### src/rtl/mips_pkg.sv
// Shared MIPS control definitions: opcodes, ALU function codes, PC source
// selects and the multi-cycle state encoding.
package mips_pkg;

  localparam logic [5:0] OP_RTYPE = 6'h00;
  localparam logic [5:0] OP_ADDI  = 6'h08;
  localparam logic [5:0] OP_LW    = 6'h23;
  localparam logic [5:0] OP_SW    = 6'h2B;
  localparam logic [5:0] OP_BEQ   = 6'h04;
  localparam logic [5:0] OP_J     = 6'h02;

  localparam logic [5:0] ALU_ADD  = 6'b100000;
  localparam logic [5:0] ALU_SUB  = 6'b100010;

  localparam logic [1:0] PCSRC_INC    = 2'd0;
  localparam logic [1:0] PCSRC_BRANCH = 2'd1;
  localparam logic [1:0] PCSRC_JUMP   = 2'd2;

  typedef enum logic [2:0] {
    FETCH  = 3'd0,
    DECODE = 3'd1,
    EXEC   = 3'd2,
    MEM    = 3'd3,
    WB     = 3'd4,
    FAULT  = 3'd5
  } state_t;

  // True for every opcode the sequencer knows how to execute.
  function automatic logic op_legal(input logic [5:0] op);
    case (op)
      OP_RTYPE, OP_ADDI, OP_LW, OP_SW, OP_BEQ, OP_J: op_legal = 1'b1;
      default:                                       op_legal = 1'b0;
    endcase
  endfunction

endpackage

### src/rtl/mc_wait_timer.sv
// Memory wait counter: counts consecutive not-ready cycles while the FSM sits
// in a memory state and flags a timeout on the TIMEOUT-th such cycle.
// TIMEOUT = 0 disables the timeout.
module mc_wait_timer #(
  parameter int TIMEOUT = 16
) (
  input  logic clk,
  input  logic reset,
  input  logic active,
  input  logic mem_ready,
  output logic timeout
);

  localparam int CW = (TIMEOUT > 1) ? $clog2(TIMEOUT) : 1;
  localparam logic [CW-1:0] LAST = (TIMEOUT == 0) ? '0 : CW'(TIMEOUT - 1);

  logic [CW-1:0] cnt;

  // Every memory state is left on mem_ready (or on timeout, which drops
  // active), so clearing on ready/inactive gives a zero count on entry.
  always_ff @(posedge clk) begin
    if (reset || !active || mem_ready) cnt <= '0;
    else                               cnt <= cnt + 1'b1;
  end

  assign timeout = (TIMEOUT != 0) && active && !mem_ready && (cnt == LAST);

endmodule

### src/rtl/multicycle_control.sv
// Multi-cycle MIPS control unit. Latches the fetched instruction and steps
// it through FETCH/DECODE/EXEC/MEM/WB, driving datapath strobes as Mealy
// outputs of the state register and IR. Illegal opcodes and memory
// timeouts park the FSM in FAULT until reset.
module multicycle_control
  import mips_pkg::*;
#(
  parameter int FUNC_W  = 6,
  parameter int TIMEOUT = 16,
  parameter int CNT_W   = 32
) (
  input  logic              clk,
  input  logic              reset,
  input  logic [31:0]       mem_rdata,
  input  logic              mem_ready,
  input  logic              zero,
  output logic              pc_write,
  output logic              ir_write,
  output logic              iord,
  output logic [1:0]        pc_src,
  output logic              reg_write,
  output logic              mem_to_reg,
  output logic              mem_write,
  output logic              mem_read,
  output logic              alu_src,
  output logic              reg_dst,
  output logic [FUNC_W-1:0] alu_func,
  output logic              fault,
  output logic [CNT_W-1:0]  retired
);

  state_t             state;
  logic [31:0]        ir;
  logic [CNT_W-1:0]   ret_cnt;
  logic               tmo;
  logic               waiting;
  logic [5:0]         op;
  logic [5:0]         funct;
  logic               ir_unused;

  assign op        = ir[31:26];
  assign funct     = ir[5:0];
  assign ir_unused = ^ir[25:6];
  assign waiting   = (state == FETCH) || (state == MEM);

  mc_wait_timer #(.TIMEOUT(TIMEOUT)) u_timer (
    .clk       (clk),
    .reset     (reset),
    .active    (waiting),
    .mem_ready (mem_ready),
    .timeout   (tmo)
  );

  // State sequencing, IR capture and retired-instruction counting.
  always_ff @(posedge clk) begin
    if (reset) begin
      state   <= FETCH;
      ir      <= '0;
      ret_cnt <= '0;
    end else begin
      case (state)
        FETCH: begin
          if (mem_ready) begin
            ir    <= mem_rdata;
            state <= DECODE;
          end else if (tmo) begin
            state <= FAULT;
          end
        end
        DECODE: begin
          if (op == OP_J) begin
            state   <= FETCH;
            ret_cnt <= ret_cnt + 1'b1;
          end else if (!op_legal(op)) begin
            state <= FAULT;
          end else begin
            state <= EXEC;
          end
        end
        EXEC: begin
          case (op)
            OP_BEQ: begin
              state   <= FETCH;
              ret_cnt <= ret_cnt + 1'b1;
            end
            OP_LW, OP_SW: state <= MEM;
            default:      state <= WB;
          endcase
        end
        MEM: begin
          if (mem_ready) begin
            if (op == OP_SW) begin
              state   <= FETCH;
              ret_cnt <= ret_cnt + 1'b1;
            end else begin
              state <= WB;
            end
          end else if (tmo) begin
            state <= FAULT;
          end
        end
        WB: begin
          state   <= FETCH;
          ret_cnt <= ret_cnt + 1'b1;
        end
        default: state <= FAULT;
      endcase
    end
  end

  // Strobe decode; everything is held low while reset is asserted.
  always_comb begin
    pc_write   = 1'b0;
    ir_write   = 1'b0;
    iord       = 1'b0;
    pc_src     = PCSRC_INC;
    reg_write  = 1'b0;
    mem_to_reg = 1'b0;
    mem_write  = 1'b0;
    mem_read   = 1'b0;
    alu_src    = 1'b0;
    reg_dst    = 1'b0;
    alu_func   = '0;
    fault      = 1'b0;
    if (!reset) begin
      case (state)
        FETCH: begin
          mem_read = 1'b1;
          ir_write = mem_ready;
          pc_write = mem_ready;
        end
        DECODE: begin
          if (op == OP_J) begin
            pc_write = 1'b1;
            pc_src   = PCSRC_JUMP;
          end
        end
        EXEC: begin
          case (op)
            OP_RTYPE: alu_func = FUNC_W'(funct);
            OP_ADDI, OP_LW, OP_SW: begin
              alu_src  = 1'b1;
              alu_func = FUNC_W'(ALU_ADD);
            end
            OP_BEQ: begin
              alu_func = FUNC_W'(ALU_SUB);
              pc_src   = PCSRC_BRANCH;
              pc_write = zero;
            end
            default: ;
          endcase
        end
        MEM: begin
          iord      = 1'b1;
          alu_src   = 1'b1;
          alu_func  = FUNC_W'(ALU_ADD);
          mem_read  = (op == OP_LW);
          mem_write = (op == OP_SW);
        end
        WB: begin
          reg_write  = 1'b1;
          reg_dst    = (op == OP_RTYPE);
          mem_to_reg = (op == OP_LW);
        end
        FAULT:   fault = 1'b1;
        default: ;
      endcase
    end
  end

  assign retired = reset ? '0 : ret_cnt;

endmodule

### config.mk
export PLATFORM = sky130hd
export DESIGN_NAME = multicycle_control
export DESIGN_NICKNAME = d
export VERILOG_FILES = /design/src/rtl/mips_pkg.sv /design/src/rtl/mc_wait_timer.sv /design/src/rtl/multicycle_control.sv
export SDC_FILE = /design/constraint.sdc
export NUM_CORES = 1
export LEC_CHECK = 0
export ABC_AREA = 1
export BUFFER_PORTS_ARGS = -buffer_cell sky130_fd_sc_hd__buf_2
export CAP_MARGIN = 15
export CELL_PAD_IN_SITES_DETAIL_PLACEMENT = 0
export CELL_PAD_IN_SITES_GLOBAL_PLACEMENT = 1
export CORE_MARGIN = 10
export CORE_UTILIZATION = 38
export DETAILED_ROUTE_END_ITERATION = 12
export PLACE_DENSITY = 0.82
export SLEW_MARGIN = 5
export SYNTH_ARGS = -nofsm -noshare
export SYNTH_HDL_FRONTEND = slang
export SYNTH_SLANG_ARGS = --single-unit
### constraint.sdc
create_clock -name clk -period 2.9 [get_ports clk]
set_input_delay 0.58 -clock clk [delete_from_list [all_inputs] [get_ports clk]]
set_output_delay 0.58 -clock clk [all_outputs]
set_load 0.05 [all_outputs]
* Word level (Yosys, flattened, before mapping) *
Index checks and enable logic that the tools add are counted.
W data, S select, Z words.

cells by class
  $add $sub $neg = 2
  muxes and demuxes = 48
  reduce and logical (&&, ||, !) cells = 15
  equal/unequal tests = 15

operators with widths
  cell                     number
  $mux W32                 5
  $pmux W32 S4             1
  $add A32 B1 Y32 const B  1
  $mux W1                  25
  $mux W3                  6
  $pmux W6 S3              1
  $pmux W3 S5              1
  $eq A6 B6 Y1 const B     2
  $pmux W6 S2              1
  $eq A3 B2 Y1 const B     2
  $eq A3 B3 Y1 const B     2
  $eq A6 B2 Y1 const B     1
  $eq A6 B3 Y1 const B     1
  $eq A6 B4 Y1 const B     1
  $logic_not A6 Y1         1
  $mux W6                  1
  $ne A2 B2 Y1 const B     3
  $pmux W3 S2              1
  $reduce_or A6 Y1         1
  $reduce_and A5 Y1        1
  $add A4 B1 Y4 const B    1
  $eq A4 B4 Y1 const B     1
  $mux W2                  2
  $pmux W1 S2              2
  other kinds (12)         16

word-level totals
  word-level logic and storage cells = 84
  bits in registers = 71
  output and inout bits = 50
  input bits = 36

* Longest topological paths before layout *
  word-level depth = 9
  mapped depth = 11
  gate-level depth less buffers = 10

* Cells and area by module *
A second synthesis with hierarchy kept.

unflattened totals
  cells, all modules = 570
  area total of the unflattened synthesis = 3285.7 um2

by module, submodules not included
  module              area an instance (um2)  seq. area each (um2)  cells each  instances
  multicycle_control  3108.0                  940.9                 547         1
  mc_wait_timer       177.7                   80.1                  23          1

* Worst setup path before layout *
Ideal clock, no wire load.

  path kind = input port to output port
  from = in reset
  to = out reg_dst
  stages on the path = 4
  setup slack = -1.190 ns
  data arrival time = 3.510 ns
  buffers on the path = 1
  data required time = 2.320 ns
  cells stage by stage = clkbuf_1 nor3_1 inv_1 nor4_1

on the way
  cells in the longest elaborated chain, start to end = 1

ends and longest elaborated chain
  item                RTL line                   text
  start: declaration  multicycle_control.sv:13   input logic reset,
  $mux W1             multicycle_control.sv:125  if (!reset) begin
  end: declaration    multicycle_control.sv:26   output logic reg_dst,

Every way passes these cells.

* Worst setup path in the final report *
  from = reg ir[28]
  to = out alu_func[5]

on the way
  cells in the longest elaborated chain, start to end = 5
  elaborated cells on any way between the ends = 9
  those cells by class = eq/ne: 4; mux: 3; reduce/logical: 2

ends and longest elaborated chain
  item                                                 RTL line                   text
  start: declaration                                   multicycle_control.sv:33   logic [31:0] ir;
  start signal: assignment                             multicycle_control.sv:64   ir <= mem_rdata;
  $eq A6 B6 Y1 / $eq A6 B4 Y1 (equally long branches)  multicycle_control.sv:139  case (op)
  $reduce_or A3 Y1                                     multicycle_control.sv:139
  $pmux W6 S3 *                                        multicycle_control.sv:139
  $pmux W6 S2 *                                        multicycle_control.sv:126  case (state)
  $mux W6 *                                            multicycle_control.sv:125
  end: declaration                                     multicycle_control.sv:27   output logic [FUNC_W-1:0] alu_func,

Mark *: on every way between the ends. The rest lies on a longest branch, timed or not.

==> impl_metrics.yaml <==
drt:
  ant_nets: 0
  drc: 0
  drt_pre_antenna_iters: 5
  wl_per_cell_um: 12.0
  drt_iter0_markers: 179
  routed_wl_um: 8270
  vias: 3298
  via_per_inst: 4.79
worst_setup_path:
  critPathRequiredTime_ps: 2320
  start_kind: "register"
  worstPathMaxFanout: 8
  cp.arrival_ps: 1960
  setup.worst_path.end_class: "output pin"
  critPathKind: "reg -> out"
logic_synthesis:
  synthTopCellsByArea: "dfxtp_1, nor2_1, nand2_1, inv_1, nand3_1"
  syn_nets: 565
  syn_inst: 527
  ys_types: 27
  syn_area_um2: 3120
  synth_warnings: 0
  synth.largest_area_cell: "dfxtp_1"
  yosysTopAreaCellShare: 0.327
  syn_avg_cell_area_um2: 5.92
  ys_ff_latch: 51
  ys_seq_area_frac: 0.327
timing:
  finalCriticalPeriod_ps: 2540
  tightest_slew_ps: 544
  finClkSkew_ps: 5.85
  finalSetupTns_ps: 0
  drv_slew: 0
  hold_violations: 0
  timing.slew.headroom: 0.637
  fin_crit_sh: 0.877
  hold_ws_ps: 456
  fmax_mhz: 393
  setup_viol: 0
  rsz0062_at_grt: "false"
global_routing:
  grt_max_degree: 58
  grt_pass1_wl_um: 14300
  antenna_found_initial: 0
  gr-usage-all-layers: 0.131
  overflow: 0
  grt_pass1_vias: 3026
cells_and_area:
  antenna_cells: 0
  syn_to_final_growth_pct: 15.8
  nets: 623
  drive_gt1_frac: 0.162
  utilization: 0.460
  final_cells: 688
power_and_ir_drop:
  power_leakage_nw: 1.62
  power-per-cell-area_nw_per_um2: 609
  worst_ir_drop_vdd_mv: 0.359
placed_design:
  place.gp.congestion: 0.858
  hpwlAfterDp_um: 6320
  port_buffers: 65
  dp.cells: 680
clocking:
  cts_tree: "yes"
  cts.htree.levels: 2
  post-cts-setup-buffers: 0
  clock_sinks: 51
  cts-root-buf: "clkbuf_8"
  cts_resized: 0
  cts_made_buffers: 5
  insertion_delay_ps: 300
  clk_pin_slew_worst_paths_ps: 100
  cts_hold_buffers: 0
  clockBufferDepth: 2
die:
  fp.dieH_um: 111
  ios: 86
  num_rows: 32
  start_util: 0.398
  die_area_um2: 12200
  die_x_um: 111
  core_um2: 7850
worst_hold_path:
  min_path_type: "reg -> reg"
flow_run:
  drv_cap: 0
outcome:
  outcome: "finished clean"
-- sequential cells by signal, indices dropped and copies added (netlist names) --
register and count:
ir 12, ret_cnt 32, state 3, u_timer.cnt 4
-- stage by stage --
stage	cell area (um^2)	setup slack, ps	power (W)
2_1_floorplan	3140	106	0.00169
3_3_place_gp	3530	617	0.00179
3_5_place_dp	3530	609	0.00180
4_1_cts	3610	322	0.00222
5_1_grt	3610	170	0.00238
6_report	3610	356	0.00220
-- Yosys cell counts --
library cell / count
nand4_1: 7
nand3_1: 47
a21oi_2: 6
nand3_2: 1
inv_1: 77
clkbuf_1: 11
or2_2: 1
nor2_1: 121
nand2_1: 107
nand3b_1: 1
xor2_1: 5
nor4_1: 1
o21ai_0: 13
o21ai_1: 1
buf_6: 5
buf_1: 1
buf_2: 2
ha_1: 2
and2_1: 1
nor3_1: 15
dfxtp_1: 51
a21oi_1: 42
o221ai_1: 1
nand2_2: 1
a22oi_1: 1
inv_2: 3
nor2_2: 3
-- cell families (layout without fill, tap and decap cells) --
family                     Yosys count  count (layout)  synth area share
adders and majority gates            2               2           0.00801
and+or+nand+nor                    306             306             0.407
AOI/OAI and AO/OA                   64              64             0.112
xor gates and xnor gates             5               5            0.0140
DFF                                 51              51             0.327
buffers and inverters               99             158             0.132
-- layout by cell type (no fill, tap or decap), drive strengths merged --
cell / instances
inv: 80
clkbuf: 6
and2: 1
nor2: 124
clkinvlp: 1
a21oi: 48
nand3: 48
a22oi: 1
nor3: 15
dfxtp: 51
o221ai: 1
ha: 2
or2: 1
xor2: 5
clkinv: 1
nand3b: 1
o21ai: 14
nand4: 7
nor4: 1
nand2: 108
buf: 70
-- critical path: stages, from the launching register on --
cell,delay [ps]
dfxtp_1,550
nor2_1,130
nand3_1,210
nand3_1,110
o21ai_0,250
o221ai_1,160
buf_2,240
-- final timing paths --
| check | cells past startpoint | slack [ps] | to | from |
|---|---|---|---|---|
| worst max-delay path | 6 | 360 | alu_func[5] | ir[28] |
| worst min-delay path | 2 | 460 | ir[3] | ir[3] |
| worst max register to register | 10 | 800 | ret_cnt[30] | ir[28] |
| worst min register to register | 2 | 460 | ir[3] | ir[3] |
-- routing by layer --
metal	up-vias	wire [um]	global-route usage
met5	-	0	0
met4	0	75	0.0302
met3	4	342	0.0286
met2	64	3730	0.209
met1	1473	4130	0.176
li1	1757	-	-
-- layout make-up --
class	count	area [um^2]
Clock inverter	2	12.5
Fill cell	918	4230
Inverter	80	300
Multi-Input combinational cell	377	1720
Clock buffer	6	72.6
Tap cell	102	128
Timing Repair Buffer	70	363
Sequential cell	51	1020
-- power breakdown --
part | internal, W | switching, W | total [W]
logic | 0.000232 | 0.000704 | 0.000936
clock network | 0.000170 | 0.000242 | 0.000412
registers | 0.000782 | 0.0000696 | 0.000852
Power figures use the tool's default switching activity.
